--- src/rtl/ycbcr_stream_gen.sv ---
`default_nettype none
// +--------------------------------------------------------------------------+
// | ycbcr_stream_gen                                                         |
// | Synthetic OV7670-style YCbCr 4:2:2 transmitter with per-pixel sideband.  |
// | Revision: 1.0                                                            |
// +--------------------------------------------------------------------------+
module ycbcr_stream_gen #(
  parameter int H_ACTIVE    = 640,
  parameter int H_BLANK     = 144,
  parameter int V_ACTIVE    = 480,
  parameter int V_BLANK     = 10,
  parameter int VSYNC_LINES = 3,
  parameter int BOX_X0      = 256,
  parameter int BOX_Y0      = 192,
  parameter int BOX_W       = 128,
  parameter int BOX_H       = 96
) (
  input  logic       PCLK,
  input  logic       reset_n,
  input  logic       enable,
  input  logic [1:0] mode,
  output logic       VSYNC,
  output logic       HREF,
  output logic [7:0] D,
  output logic       e_pix,
  output logic [7:0] Y,
  output logic [7:0] Cb,
  output logic [7:0] Cr,
  output logic       frame_done
);

  localparam int C_LINE_LEN = 2 * H_ACTIVE + H_BLANK;
  localparam int C_N_LINES  = V_BLANK + V_ACTIVE;
  localparam int CW         = $clog2(C_LINE_LEN);
  localparam int LW         = $clog2(C_N_LINES);

  // Box edges clipped to the active area so the compares never exceed the counter range
  localparam int C_BX0_I = (BOX_X0 > H_ACTIVE) ? H_ACTIVE : BOX_X0;
  localparam int C_BX1_I = (BOX_X0 + BOX_W > H_ACTIVE) ? H_ACTIVE : BOX_X0 + BOX_W;
  localparam int C_BY0_I = (BOX_Y0 > V_ACTIVE) ? V_ACTIVE : BOX_Y0;
  localparam int C_BY1_I = (BOX_Y0 + BOX_H > V_ACTIVE) ? V_ACTIVE : BOX_Y0 + BOX_H;

  localparam logic [CW-1:0] C_BOX_X0   = CW'(C_BX0_I);
  localparam logic [CW-1:0] C_BOX_X1   = CW'(C_BX1_I);
  localparam logic [LW-1:0] C_BOX_Y0   = LW'(C_BY0_I);
  localparam logic [LW-1:0] C_BOX_Y1   = LW'(C_BY1_I);
  localparam logic [CW-1:0] C_BAR1     = CW'(H_ACTIVE / 4);
  localparam logic [CW-1:0] C_BAR2     = CW'(H_ACTIVE / 2);
  localparam logic [CW-1:0] C_BAR3     = CW'((3 * H_ACTIVE) / 4);
  localparam logic [CW-1:0] C_HREF_END = CW'(2 * H_ACTIVE);
  localparam logic [CW-1:0] C_COL_LAST = CW'(C_LINE_LEN - 1);
  localparam logic [LW-1:0] C_VS_LAST  = LW'(VSYNC_LINES - 1);
  localparam logic [LW-1:0] C_VB_LAST  = LW'(V_BLANK - 1);
  localparam logic [LW-1:0] C_LN_LAST  = LW'(C_N_LINES - 1);
  localparam logic [LW-1:0] C_VB_LINES = LW'(V_BLANK);

  localparam logic [1:0] C_GRAY  = 2'd0;
  localparam logic [1:0] C_GREEN = 2'd1;
  localparam logic [1:0] C_RED   = 2'd2;
  localparam logic [1:0] C_BLUE  = 2'd3;

  typedef enum logic [1:0] {
    S_IDLE   = 2'd0,
    S_VSYNC  = 2'd1,
    S_VBLANK = 2'd2,
    S_ACTIVE = 2'd3
  } state_t;

  state_t        r_state;
  logic [CW-1:0] r_col;
  logic [LW-1:0] r_line;
  logic [1:0]    r_mode;

  logic [CW-1:0] w_px;
  logic [CW-1:0] w_px_even;
  logic [LW-1:0] w_ay;
  logic [1:0]    w_id_px;
  logic [1:0]    w_id_pair;
  logic [7:0]    w_y;
  logic [7:0]    w_cb;
  logic [7:0]    w_cr;
  logic [7:0]    w_byte;
  logic          w_href;
  logic          w_strobe;
  logic          w_col_last;
  logic          w_frame_last;

  function automatic logic [1:0] pix_colour(input logic [CW-1:0] px,
                                            input logic [LW-1:0] ay,
                                            input logic [1:0]    m);
    logic [1:0] id;
    id = C_GRAY;
    case (m)
      2'd0: begin
        if (px >= C_BOX_X0 && px < C_BOX_X1 && ay >= C_BOX_Y0 && ay < C_BOX_Y1)
          id = C_GREEN;
      end
      2'd1: begin
        if (px < C_BAR1)      id = C_GREEN;
        else if (px < C_BAR2) id = C_RED;
        else if (px < C_BAR3) id = C_BLUE;
        else                  id = C_GRAY;
      end
      2'd2:    id = C_GRAY;
      default: id = C_GREEN;
    endcase
    return id;
  endfunction

  function automatic logic [7:0] luma(input logic [1:0] id);
    case (id)
      C_GREEN: return 8'h91;
      C_RED:   return 8'h51;
      C_BLUE:  return 8'h29;
      default: return 8'h80;
    endcase
  endfunction

  function automatic logic [7:0] chroma_b(input logic [1:0] id);
    case (id)
      C_GREEN: return 8'h36;
      C_RED:   return 8'h5A;
      C_BLUE:  return 8'hF0;
      default: return 8'h80;
    endcase
  endfunction

  function automatic logic [7:0] chroma_r(input logic [1:0] id);
    case (id)
      C_GREEN: return 8'h22;
      C_RED:   return 8'hF0;
      C_BLUE:  return 8'h6E;
      default: return 8'h80;
    endcase
  endfunction

  // Chroma always comes from the even pixel of the pair, luma from the byte's own pixel
  always_comb begin
    w_px         = r_col >> 1;
    w_px_even    = w_px & ~CW'(1);
    w_ay         = r_line - C_VB_LINES;
    w_id_px      = pix_colour(w_px, w_ay, r_mode);
    w_id_pair    = pix_colour(w_px_even, w_ay, r_mode);
    w_y          = luma(w_id_px);
    w_cb         = chroma_b(w_id_pair);
    w_cr         = chroma_r(w_id_pair);
    w_href       = (r_state == S_ACTIVE) && (r_col < C_HREF_END);
    w_strobe     = w_href && r_col[0];
    w_col_last   = (r_col == C_COL_LAST);
    w_frame_last = (r_state == S_ACTIVE) && w_col_last && (r_line == C_LN_LAST);
    case (r_col[1:0])
      2'd0:    w_byte = w_cb;
      2'd2:    w_byte = w_cr;
      default: w_byte = w_y;
    endcase
  end

  always_ff @(posedge PCLK) begin
    if (!reset_n) begin
      r_state    <= S_IDLE;
      r_col      <= '0;
      r_line     <= '0;
      r_mode     <= 2'd0;
      VSYNC      <= 1'b0;
      HREF       <= 1'b0;
      D          <= 8'h00;
      e_pix      <= 1'b0;
      Y          <= 8'h00;
      Cb         <= 8'h00;
      Cr         <= 8'h00;
      frame_done <= 1'b0;
    end else if (r_state == S_IDLE) begin
      VSYNC      <= 1'b0;
      HREF       <= 1'b0;
      D          <= 8'h00;
      e_pix      <= 1'b0;
      Y          <= 8'h00;
      Cb         <= 8'h00;
      Cr         <= 8'h00;
      frame_done <= 1'b0;
      if (enable) begin
        r_mode  <= mode;
        r_col   <= '0;
        r_line  <= '0;
        r_state <= S_VSYNC;
      end
    end else begin
      VSYNC      <= (r_state == S_VSYNC);
      HREF       <= w_href;
      D          <= w_href ? w_byte : 8'h00;
      e_pix      <= w_strobe;
      frame_done <= w_frame_last;
      if (w_strobe) begin
        Y  <= w_y;
        Cb <= w_cb;
        Cr <= w_cr;
      end
      if (!w_col_last) begin
        r_col <= r_col + 1'b1;
      end else begin
        r_col <= '0;
        case (r_state)
          S_VSYNC: begin
            r_line <= r_line + 1'b1;
            if (r_line == C_VS_LAST) r_state <= S_VBLANK;
          end
          S_VBLANK: begin
            r_line <= r_line + 1'b1;
            if (r_line == C_VB_LAST) r_state <= S_ACTIVE;
          end
          S_ACTIVE: begin
            if (r_line == C_LN_LAST) begin
              // Back-to-back frames restart at VSYNC line 0 with no idle gap
              r_line <= '0;
              if (enable) begin
                r_mode  <= mode;
                r_state <= S_VSYNC;
              end else begin
                r_state <= S_IDLE;
              end
            end else begin
              r_line <= r_line + 1'b1;
            end
          end
          default: r_state <= S_IDLE;
        endcase
      end
    end
  end

endmodule
`default_nettype wire

--- config.mk ---
export PLATFORM = sky130hd
export DESIGN_NAME = ycbcr_stream_gen
export DESIGN_NICKNAME = d
export VERILOG_FILES = /design/src/rtl/ycbcr_stream_gen.sv
export SDC_FILE = /design/constraint.sdc
export NUM_CORES = 1
export LEC_CHECK = 0
export CORE_MARGIN = 4
export CORE_UTILIZATION = 25
export CTS_CLUSTER_SIZE = 40
export DETAILED_ROUTE_END_ITERATION = 12
export GPL_TIMING_DRIVEN = 0
export PLACE_DENSITY = 0.53
export SETUP_SLACK_MARGIN = 0.5
export SYNTH_ARGS = -nofsm -noshare
export SYNTH_HDL_FRONTEND = slang
export SYNTH_SLANG_ARGS = --single-unit
--- constraint.sdc ---
create_clock -name PCLK -period 2.9 [get_ports PCLK]
set_clock_uncertainty 0.2 [all_clocks]
set_input_delay 0.725 -clock PCLK [delete_from_list [all_inputs] [get_ports PCLK]]
set_output_delay 0.725 -clock PCLK [all_outputs]
set_load 0.05 [all_outputs]
==> impl_metrics.xml <==
<?xml version="1.0" encoding="UTF-8"?>
<metrics>
  <group name="place">
    <metric name="finalWeightedCongestion" unit="">0.7914</metric>
    <metric name="place_inst" unit="">507</metric>
    <metric name="detailed_placement_hpwl" unit="mm">5.202</metric>
    <metric name="port_buffers" unit="">36</metric>
  </group>
  <group name="synthesis">
    <metric name="synthesis.area_per_instance" unit="um2">8.193</metric>
    <metric name="postSynthRegisterBits" unit="">50</metric>
    <metric name="synth_cells" unit="">332</metric>
    <metric name="synth-compound-area-share" unit="%">16.33</metric>
    <metric name="dominant_combinational_cell_family_by_area_after_synthesis" unit="">simple AND/OR/NAND/NOR gates</metric>
    <metric name="synth_simple_gate_area_share" unit="%">27.18</metric>
    <metric name="synthDistinctLibCells" unit="">53</metric>
    <metric name="postSynth.asyncResetShare" unit="%">0</metric>
    <metric name="yosysWarnings" unit="">0</metric>
    <metric name="synth_xor_xnor_area_share" unit="%">1.288</metric>
    <metric name="post_synth_edffs" unit="">0</metric>
    <metric name="dominant_register_cell_in_the_synthesized_netlist" unit="">dfxtp_1</metric>
    <metric name="synth_seq_area_share" unit="%">36.80</metric>
    <metric name="synth-adder-area-share" unit="%">10.03</metric>
    <metric name="muxShareOfSynthArea" unit="%">1.242</metric>
    <metric name="synth_area" unit="um2">2720</metric>
  </group>
  <group name="timing">
    <metric name="fin_crit_sh" unit="%">95.63</metric>
    <metric name="max_slew.worst_pin.slew" unit="ps">597.4</metric>
    <metric name="final-setup-viol-count" unit="">0</metric>
    <metric name="post-route-min-period" unit="ps">2773</metric>
    <metric name="maxClockFrequency" unit="MHz">360.6</metric>
    <metric name="slew_headroom" unit="%">60.17</metric>
    <metric name="setup_tns" unit="ps">0</metric>
    <metric name="hold_violations" unit="">0</metric>
    <metric name="finalMaxSlewViolations" unit="">0</metric>
    <metric name="rsz_0062_raised_after_global_routing" unit="">true</metric>
  </group>
  <group name="cells_and_area">
    <metric name="area_delta_synth_final" unit="%">38.22</metric>
    <metric name="finalNonFillerCells" unit="">532</metric>
    <metric name="antenna_cells" unit="">0</metric>
    <metric name="final.fill_count" unit="">1105</metric>
    <metric name="final_nets" unit="">421</metric>
    <metric name="leading_cell_types_in_the_layout_fill_and_taps_excluded" unit="">dfxtp_1 (43), nand2_1 (40), buf_4 (23)</metric>
    <metric name="mostFrequentLayoutCell" unit="">dfxtp_1</metric>
    <metric name="final_core_utilization" unit="%">35.94</metric>
    <metric name="post_route_cells_drive_above_1_share" unit="%">21.72</metric>
  </group>
  <group name="grt">
    <metric name="track_usage" unit="%">11.25</metric>
    <metric name="aggregate_global_routing_overflow" unit="">0</metric>
    <metric name="first_global_vias" unit="">2382</metric>
    <metric name="first_pass_grt_wire_length" unit="mm">11.74</metric>
    <metric name="grt_start_max_net_pins" unit="">17</metric>
    <metric name="antenna_found_initial" unit="">0</metric>
  </group>
  <group name="drt">
    <metric name="wl" unit="mm">7.293</metric>
    <metric name="drtPass1Iterations" unit="">4</metric>
    <metric name="average_detailed_routed_wire_length_per_instance" unit="um">13.71</metric>
    <metric name="drcViolationCount" unit="">0</metric>
    <metric name="vias" unit="">2486</metric>
    <metric name="via_density" unit="">4.673</metric>
    <metric name="drtIter0Drc" unit="">121</metric>
    <metric name="drt.antenna.violating_nets" unit="">0</metric>
  </group>
  <group name="worst_setup_path">
    <metric name="timing.critical_path.arrival" unit="ps">2760</metric>
    <metric name="worst_ep_required_time" unit="ps">2890</metric>
    <metric name="critical_path_source_type" unit="">flop</metric>
    <metric name="category_of_the_critical_setup_timing_path" unit="">flop to flop</metric>
    <metric name="crit_path_end_kind" unit="">flop</metric>
    <metric name="timing.critical_path.fanout_max" unit="">4</metric>
    <metric name="worst_setup_path_startpoint" unit="">r_line[4]</metric>
    <metric name="critical_path.reg2reg.startpoint" unit="">r_line[4]</metric>
  </group>
  <group name="clock_network">
    <metric name="clk_latency" unit="ps">300</metric>
    <metric name="path_clk_slew" unit="ps">100</metric>
    <metric name="cts-hold-fix-buffers" unit="">0</metric>
    <metric name="ctsHtreeMaxLevel" unit="">2</metric>
    <metric name="clk_path_buf_depth" unit="">2</metric>
    <metric name="cts_tree" unit="">done</metric>
    <metric name="clock_sinks" unit="">50</metric>
    <metric name="clock_tree.root_cell" unit="">clkbuf_8</metric>
    <metric name="numCtsBuffers" unit="">5</metric>
  </group>
  <group name="floorplan">
    <metric name="floorplan.die_area" unit="um2">12610</metric>
    <metric name="die_w" unit="um">112.3</metric>
    <metric name="initial_utilization" unit="%">26.00</metric>
    <metric name="std_cell_rows" unit="">37</metric>
    <metric name="chipHeight" unit="um">112.3</metric>
    <metric name="coreArea" unit="um2">10460</metric>
    <metric name="ioPinCount" unit="">41</metric>
  </group>
  <group name="power_and_ir_drop">
    <metric name="vdd.ir_drop.worst" unit="mV">0.2441</metric>
    <metric name="power.density_cell_area" unit="nW/um2">498.5</metric>
    <metric name="power.leakage" unit="nW">1.600</metric>
    <metric name="total_power" unit="mW">1.874</metric>
  </group>
  <group name="status">
    <metric name="outcome" unit="">finished clean</metric>
  </group>
  <group name="flow_run">
    <metric name="max-cap-violations" unit="">0</metric>
  </group>
  <group name="hold_path">
    <metric name="worstHoldPathType" unit="">flop to flop</metric>
    <metric name="worstHoldStart" unit="">Cb[1]</metric>
  </group>
</metrics>
worst paths after layout:
| check | to | slack, ps | cells past startpoint |
|---|---|---|---|
| worst min register to register | Cb[1] | 260 | 2 |
| worst max-delay path | D[4] | 130 | 10 |
| worst min-delay path | Cb[1] | 260 | 2 |
| worst max register to register | D[4] | 130 | 10 |
cells in the mapped netlist, types with 3 or more instances:
cell type / count / area (um2)
o21ai_0: 18 / 90.09
nand2_1: 41 / 153.9
and3_1: 10 / 62.56
inv_1: 15 / 56.30
nand3_1: 12 / 60.06
and2_1: 5 / 31.28
nor2_1: 20 / 75.07
a211oi_1: 4 / 30.03
nor3_1: 8 / 40.04
a21oi_1: 24 / 120.1
clkbuf_1: 12 / 45.04
nand3b_1: 4 / 30.03
o21ai_1: 4 / 20.02
xnor2_1: 3 / 26.28
nor2b_1: 13 / 81.33
nor3b_1: 3 / 22.52
nand2b_1: 5 / 31.28
dfxtp_1: 50 / 1001
ha_1: 21 / 262.8
buf_4: 10 / 75.07
o22ai_1: 5 / 31.28
nand4b_1: 3 / 26.28
area by class of cell:
cell class / count / area, um2 / area share, %
Clock inverter: 2 / 16.27 / 0.4326
Tap cell: 136 / 170.2 / 4.526
Multi-Input combinational cell: 245 / 1754 / 46.66
Sequential cell: 50 / 1010 / 26.86
Inverter: 16 / 68.82 / 1.830
Timing Repair Buffer: 53 / 506.7 / 13.48
Buffer: 24 / 151.4 / 4.027
Clock buffer: 6 / 82.58 / 2.196
flip-flops by register name, summed over array words and instances (netlist names):
name,count
r_col,11
r_line,9
D,8
Cb,7
Y,5
Cr,2
r_mode,2
r_state,2
HREF,1
VSYNC,1
e_pix,1
frame_done,1
report_power, final:
group	leakage, nW	internal, mW	switching (mW)
Combinational	1.14	0.271	0.414
Clock	0.0478	0.197	0.254
Sequential	0.407	0.710	0.0287
Total	1.60	1.18	0.697
worst max-delay path, cell delays in order (launching register included):
cell and delay, ps:
dfxtp_2 330, buf_6 100, or4_4 510, nand2b_4 160
xnor2_2 140, or4_4 440, nand3_4 150, inv_2 80
ha_4 230, a221oi_2 240, nor2_1 70
routing by layer:
layer | share of wire, % | vias to the layer above | GRT usage (%)
met5 | 0 | - | 0
met4 | 0.97 | 0 | 3.446
met3 | 4.4 | 4 | 2.749
met2 | 47 | 50 | 18.36
met1 | 48 | 1166 | 14.68
li1 | - | 1266 | -
metrics by stage:
step	hold slack, ps	area (um2)	setup WS, ps
floorplan	266.2	2829	106.6
global placement	248.4	3359	-69.01
detailed placement	249.9	3359	-95.94
CTS	264.4	3638	127.6
global route	287.6	3760	32.03
finish	255.9	3760	126.6
repair_timing:
item	4_1_cts	5_1_grt
setup endpoints to repair	46	45
cloned	0	0
pin swaps	8	1
setup buffers	11	6
gates resized for setup	42	31
logic make-up after synthesis:
logic type / after synthesis
simple gates: 138
compound gates: 74
flops: 50
buf+inv: 40
fa+ha+maj: 22
xor+xnor: 4
mux: 3
other cells: 1
Power figures use the tool's default switching activity.
